==> src/rtl/alu_exec.sv <==
// alu_exec: execute stage; registered single-cycle ALU ops plus an iterative shift-add multiplier
//  clk, rst_n (async, active-low)
//  en_in, alu_op, alu_a, alu_b : operation request, accepted when en_in && !busy
//  alu_out, en_out             : registered result and its 1-cycle update strobe
//  busy                        : multiply in progress, new requests are dropped
//  flag_z/n/c/v                : zero, negative, carry/borrow, signed overflow
module alu_exec #(
  parameter int DWIDTH = 16,
  parameter int SHW = $clog2(DWIDTH)
) (
  input  logic              clk,
  input  logic              rst_n,
  input  logic              en_in,
  input  logic [3:0]        alu_op,
  input  logic [DWIDTH-1:0] alu_a,
  input  logic [DWIDTH-1:0] alu_b,
  output logic [DWIDTH-1:0] alu_out,
  output logic              en_out,
  output logic              busy,
  output logic              flag_z,
  output logic              flag_n,
  output logic              flag_c,
  output logic              flag_v
);
  typedef enum logic {IDLE, RUN} state_t;
  state_t state, state_n;
  logic [2*DWIDTH-1:0] mcand, acc, acc_n;
  logic [DWIDTH-1:0] mplier, res;
  logic [SHW-1:0] cnt, amt;
  logic [DWIDTH:0] sum, diff, shl_w, shr_w, sra_w;
  logic accept, is_mul, done, upd, wr, c, v;
  assign busy = (state == RUN);
  assign accept = en_in && (state == IDLE);
  assign is_mul = (alu_op == 4'd10);
  assign amt = alu_b[SHW-1:0];
  assign sum = {1'b0, alu_a} + {1'b0, alu_b};
  assign diff = {1'b0, alu_a} - {1'b0, alu_b};
  // one guard bit below/above the operand catches the last bit shifted out
  assign shl_w = {1'b0, alu_a} << amt;
  assign shr_w = {alu_a, 1'b0} >> amt;
  assign sra_w = $signed({alu_a, 1'b0}) >>> amt;
  assign acc_n = acc + (mplier[0] ? mcand : '0);
  assign done = (state == RUN) && (cnt == SHW'(DWIDTH - 1));
  assign upd = (accept && !is_mul) || done;
  always_comb begin
    state_n = state;
    if (state == IDLE && accept && is_mul) state_n = RUN;
    if (done) state_n = IDLE;
  end
  always_comb begin
    res = '0;
    c = 1'b0;
    v = 1'b0;
    wr = 1'b1;
    case (alu_op)
      4'd0: begin
        res = sum[DWIDTH-1:0];
        c = sum[DWIDTH];
        v = (alu_a[DWIDTH-1] == alu_b[DWIDTH-1]) && (sum[DWIDTH-1] != alu_a[DWIDTH-1]);
      end
      4'd1, 4'd9: begin
        res = diff[DWIDTH-1:0];
        c = diff[DWIDTH];
        v = (alu_a[DWIDTH-1] != alu_b[DWIDTH-1]) && (diff[DWIDTH-1] != alu_a[DWIDTH-1]);
        wr = (alu_op == 4'd1);
      end
      4'd2: res = alu_a & alu_b;
      4'd3: res = alu_a | alu_b;
      4'd4: res = alu_a ^ alu_b;
      4'd5: res = ~alu_a;
      4'd6: begin
        res = shl_w[DWIDTH-1:0];
        c = shl_w[DWIDTH];
      end
      4'd7: begin
        res = shr_w[DWIDTH:1];
        c = shr_w[0];
      end
      4'd8: begin
        res = sra_w[DWIDTH:1];
        c = sra_w[0];
      end
      4'd11: res = alu_b;
      default: res = '0;
    endcase
    if (state == RUN) begin
      res = acc_n[DWIDTH-1:0];
      c = |acc_n[2*DWIDTH-1:DWIDTH];
      v = c;
      wr = 1'b1;
    end
  end
  always_ff @(posedge clk or negedge rst_n)
    if (!rst_n) state <= IDLE;
    else state <= state_n;
  always_ff @(posedge clk or negedge rst_n) begin
    if (!rst_n) begin
      alu_out <= '0;
      en_out <= 1'b0;
      flag_z <= 1'b0;
      flag_n <= 1'b0;
      flag_c <= 1'b0;
      flag_v <= 1'b0;
      mcand <= '0;
      mplier <= '0;
      acc <= '0;
      cnt <= '0;
    end else begin
      en_out <= upd;
      if (accept && is_mul) begin
        mcand <= {{DWIDTH{1'b0}}, alu_a};
        mplier <= alu_b;
        acc <= '0;
        cnt <= '0;
      end
      if (state == RUN) begin
        acc <= acc_n;
        mcand <= mcand << 1;
        mplier <= mplier >> 1;
        cnt <= cnt + 1'b1;
      end
      if (upd) begin
        if (wr) alu_out <= res;
        flag_z <= (res == '0);
        flag_n <= res[DWIDTH-1];
        flag_c <= c;
        flag_v <= v;
      end
    end
  end
endmodule
==> config.mk <==
export PLATFORM = sky130hd
export DESIGN_NAME = alu_exec
export DESIGN_NICKNAME = d
export VERILOG_FILES = /design/src/rtl/alu_exec.sv
export SDC_FILE = /design/constraint.sdc
export NUM_CORES = 1
export LEC_CHECK = 0
export CELL_PAD_IN_SITES_DETAIL_PLACEMENT = 0
export CELL_PAD_IN_SITES_GLOBAL_PLACEMENT = 1
export CORE_UTILIZATION = 30
export DETAILED_ROUTE_END_ITERATION = 7
export GPL_TIMING_DRIVEN = 0
export PLACE_DENSITY = 0.64
export SLEW_MARGIN = 0
export SYNTH_ARGS = -nofsm -noshare
export SYNTH_HDL_FRONTEND = slang
export SYNTH_SLANG_ARGS = --single-unit
export TNS_END_PERCENT = 5
==> constraint.sdc <==
create_clock -name clk -period 2.95 [get_ports clk]
set_clock_uncertainty 0.15 [all_clocks]
set_input_delay 0.59 -clock clk [delete_from_list [all_inputs] [get_ports clk]]
set_output_delay 0.59 -clock clk [all_outputs]
set_load 0.02 [all_outputs]
==> results.ini <==
[status]
status = finished, violations left
violations = setup timing

[logic_synthesis]
synth-seq-cells = 106
synthCells = 1521
syn_nets = 1647
synth-edff-count = 0
synth.cell_area_um2 = 11280
avgSynthCellArea_um2 = 7.413
netlist-cell-type-count = 83
ys.flop_type = dfrtp_1
synth_warnings = 0
async_flop_share_pct = 100.0
synth-seq-area-share_pct = 23.52

[clock_tree]
h-tree-depth = 3
clk_pin_slew_ns = 0.08
cts_max_path_buffers = 2
cts_sinks = 106
cts_buffers = 9
clk-insertion-delay-late_ns = 0.36
cts_tree = done
clk_root_buffer_cell = clkbuf_16

[floorplan]
floorplan.initialDensity_pct = 30.65
dieHeight_um = 195.9
core-area_um2 = 36790
dieArea_um2 = 38370
die_width_um = 195.9
num_rows = 70
boundaryPins = 61

[timing]
relSlewSlack_pct = 43.72
finalCriticalPeriod_ns = 3.627
setup_viol = 27
setup_ws_ns = -0.6767
max_freq_mhz = 275.7
min_period_over_period_pct = 122.9
slew_violations = 0
tightest_slew_ns = 0.8378
hold_viol = 0
rsz0062_at_grt = true

[grt]
grt_pass1_wl_um = 77090
grt_pass1_vias = 12150
grt_max_degree = 69
grt_overflow_total = 0
antenna_found_initial = 2
grt_use_total_pct = 26.50

[place]
dp_cells = 2050
gp_congestion = 0.9566
dp.final_hpwl_um = 40140
portBuffers = 60
post-place-ws_ns = -2.433

[routing]
wirelength_um = 51170
drtIter0Drc = 1289
vias = 12430
postRouteAntennaNets = 0
firstDrtPassIters = 5
routedWlPerCell_um = 24.27
vias_per_cell = 5.898
drc_errors = 0

[worst_setup_path]
critPathMaxFanout = 9
start_kind = primary input
cp-end-kind = register
critPathKind = primary input to register
arrival_ns = 3.77
required_ns = 3.09

[hold_path]
hold_path_class = register to register

[pwr]
leakagePower_nw = 5.984
p_per_area_nw_per_um2 = 548.5
power_mw = 7.939
ir_worst_vdd_uv = 312.2

[job]
cap_viol_max_count = 0

[cells_and_area]
drive_above_1_share_pct = 21.72
syn2layout_area_growth_pct = 28.36
utilization_pct = 39.35
n_fill_cell = 3853
nets = 1760
instances_no_fill = 2108

registers in the layout (all words and copies together), names as in the netlist, 4 cells and up:
register / cells
cnt: 4
mcand: 32
alu_out: 16
mplier: 16
acc: 32
power by group:
group	leakage, nW	internal (mW)	switching (mW)
Clock	0.137	0.581	0.593
Sequential	1.40	1.95	0.397
Combinational	4.44	1.68	2.73
metal layers:
| layer | vias to the layer above | global-route usage, % | wire length [um] | share of wire [%] |
|---|---|---|---|---|
| met5 | - | 0 | 13 | 0.025 |
| met4 | 2 | 6.887 | 1299 | 2.5 |
| met3 | 74 | 4.367 | 3971 | 7.8 |
| met2 | 522 | 41.27 | 22540 | 44 |
| met1 | 6112 | 37.74 | 23340 | 46 |
| li1 | 5723 | - | - | - |
layout by cell type, fill, tap and decap left out, types with 16 or more instances in the layout:
master,count
nand2_1,208
nor2_1,137
a21oi_1,107
o21ai_0,105
dfrtp_1,105
buf_4,62
ha_1,62
mux2i_1,42
and2_1,39
inv_1,38
clkbuf_1,35
nand3_1,31
clkdlybuf4s50_1,29
o21ai_1,26
nor3_1,24
a21oi_2,22
clkbuf_2,18
inv_2,17
o211ai_1,17
a21o_1,17
xnor2_1,17
ha_4,16
critical path, stage by stage:
cell      delay [ns]
buf_2           0.28
inv_1           0.26
ha_4            0.35
nor2_1          0.07
a221oi_4        0.27
nor2_2          0.12
a311o_2         0.41
buf_6           0.15
mux2_4          0.20
a41oi_4         0.12
a211oi_4        0.30
nand4_1         0.20
nor4_2          0.24
a32o_1          0.20
synth_stat cells (8+ instances only):
library cell | count | area share [%]
mux2_2 | 12 | 1.2
a21o_1 | 17 | 1.1
nor2b_1 | 16 | 0.89
o21ai_0 | 129 | 5.7
or3_1 | 9 | 0.50
ha_1 | 84 | 9.3
o22ai_1 | 15 | 0.83
o211ai_1 | 17 | 1.1
and2_1 | 43 | 2.4
nor2_1 | 147 | 4.9
a22oi_1 | 10 | 0.67
dfrtp_1 | 106 | 24
a221oi_1 | 15 | 1.2
nor4_1 | 9 | 0.50
mux2_1 | 8 | 0.80
inv_1 | 54 | 1.8
and3_1 | 15 | 0.83
clkbuf_1 | 81 | 2.7
o31ai_1 | 10 | 0.67
a31oi_1 | 11 | 0.61
nand4_1 | 11 | 0.61
nand3_1 | 32 | 1.4
xor2_1 | 12 | 0.93
a211oi_1 | 21 | 1.4
a21oi_1 | 131 | 5.8
buf_2 | 19 | 0.84
mux2i_1 | 45 | 4.0
xnor2_1 | 17 | 1.3
o21ai_1 | 13 | 0.58
nand2b_1 | 14 | 0.78
nor3_1 | 32 | 1.4
nand2_1 | 215 | 7.2
final cells by class:
cell class	instances	area [um^2]	share of cell area (%)
flip-flops and latches	106	2654	18.34
repair buffers	118	1046	7.227
multi-input cells	1246	9020	62.32
clock inverters	7	55.05	0.3804
well taps	468	585.6	4.046
clock buffers	9	225.2	1.556
plain buffers	94	639.4	4.417
diodes	1	2.502	0.01729
inverters	59	246.5	1.703
cell families (layout without fill, tap and decap cells):
logic type | after synthesis | after routing | synth area share (%)
compound gates | 489 | 489 | 27.67
xor+xnor | 29 | 29 | 2.253
fa+ha+maj | 87 | 87 | 9.854
buf+inv | 169 | 287 | 6.003
flops | 106 | 106 | 23.52
mux | 72 | 72 | 7.423
other cells | 0 | 1 | 0
simple gates | 569 | 569 | 23.27
metrics by stage:
step                hold slack (ns)  area [um^2]  setup TNS, ns
global route                 0.3665        14470         -11.51
detailed placement           0.3255        12520        -100.14
global placement             0.3187        12490        -448.36
finish                       0.3403        14470         -6.405
CTS                          0.3420        14050         -8.145
floorplan                    0.1444        11310         -4.827
final timing paths:
path,from,slack [ns],endpoint,cells past startpoint
worst min-delay path,acc[6],0.34,acc[6],1
worst max-delay path,alu_a[7],-0.68,flag_z,14
max in group asynchronous,rst_n,1.40,alu_out[0],3
worst min register to register,acc[6],0.34,acc[6],1
min in group asynchronous,rst_n,0.56,acc[30],2
worst max register to register,mplier[0],-0.65,flag_z,14
what timing repair did:
item | in CTS | in global routing
hold buffers | 1 | 0
endpoints found under the setup margin | 105 | 100
pin swaps | 60 | 32
gates resized for setup | 332 | 105
cloned | 1 | 1
setup buffers | 40 | 14
endpoints found under the hold margin | 2 | 0
Power figures use the tool's default switching activity.
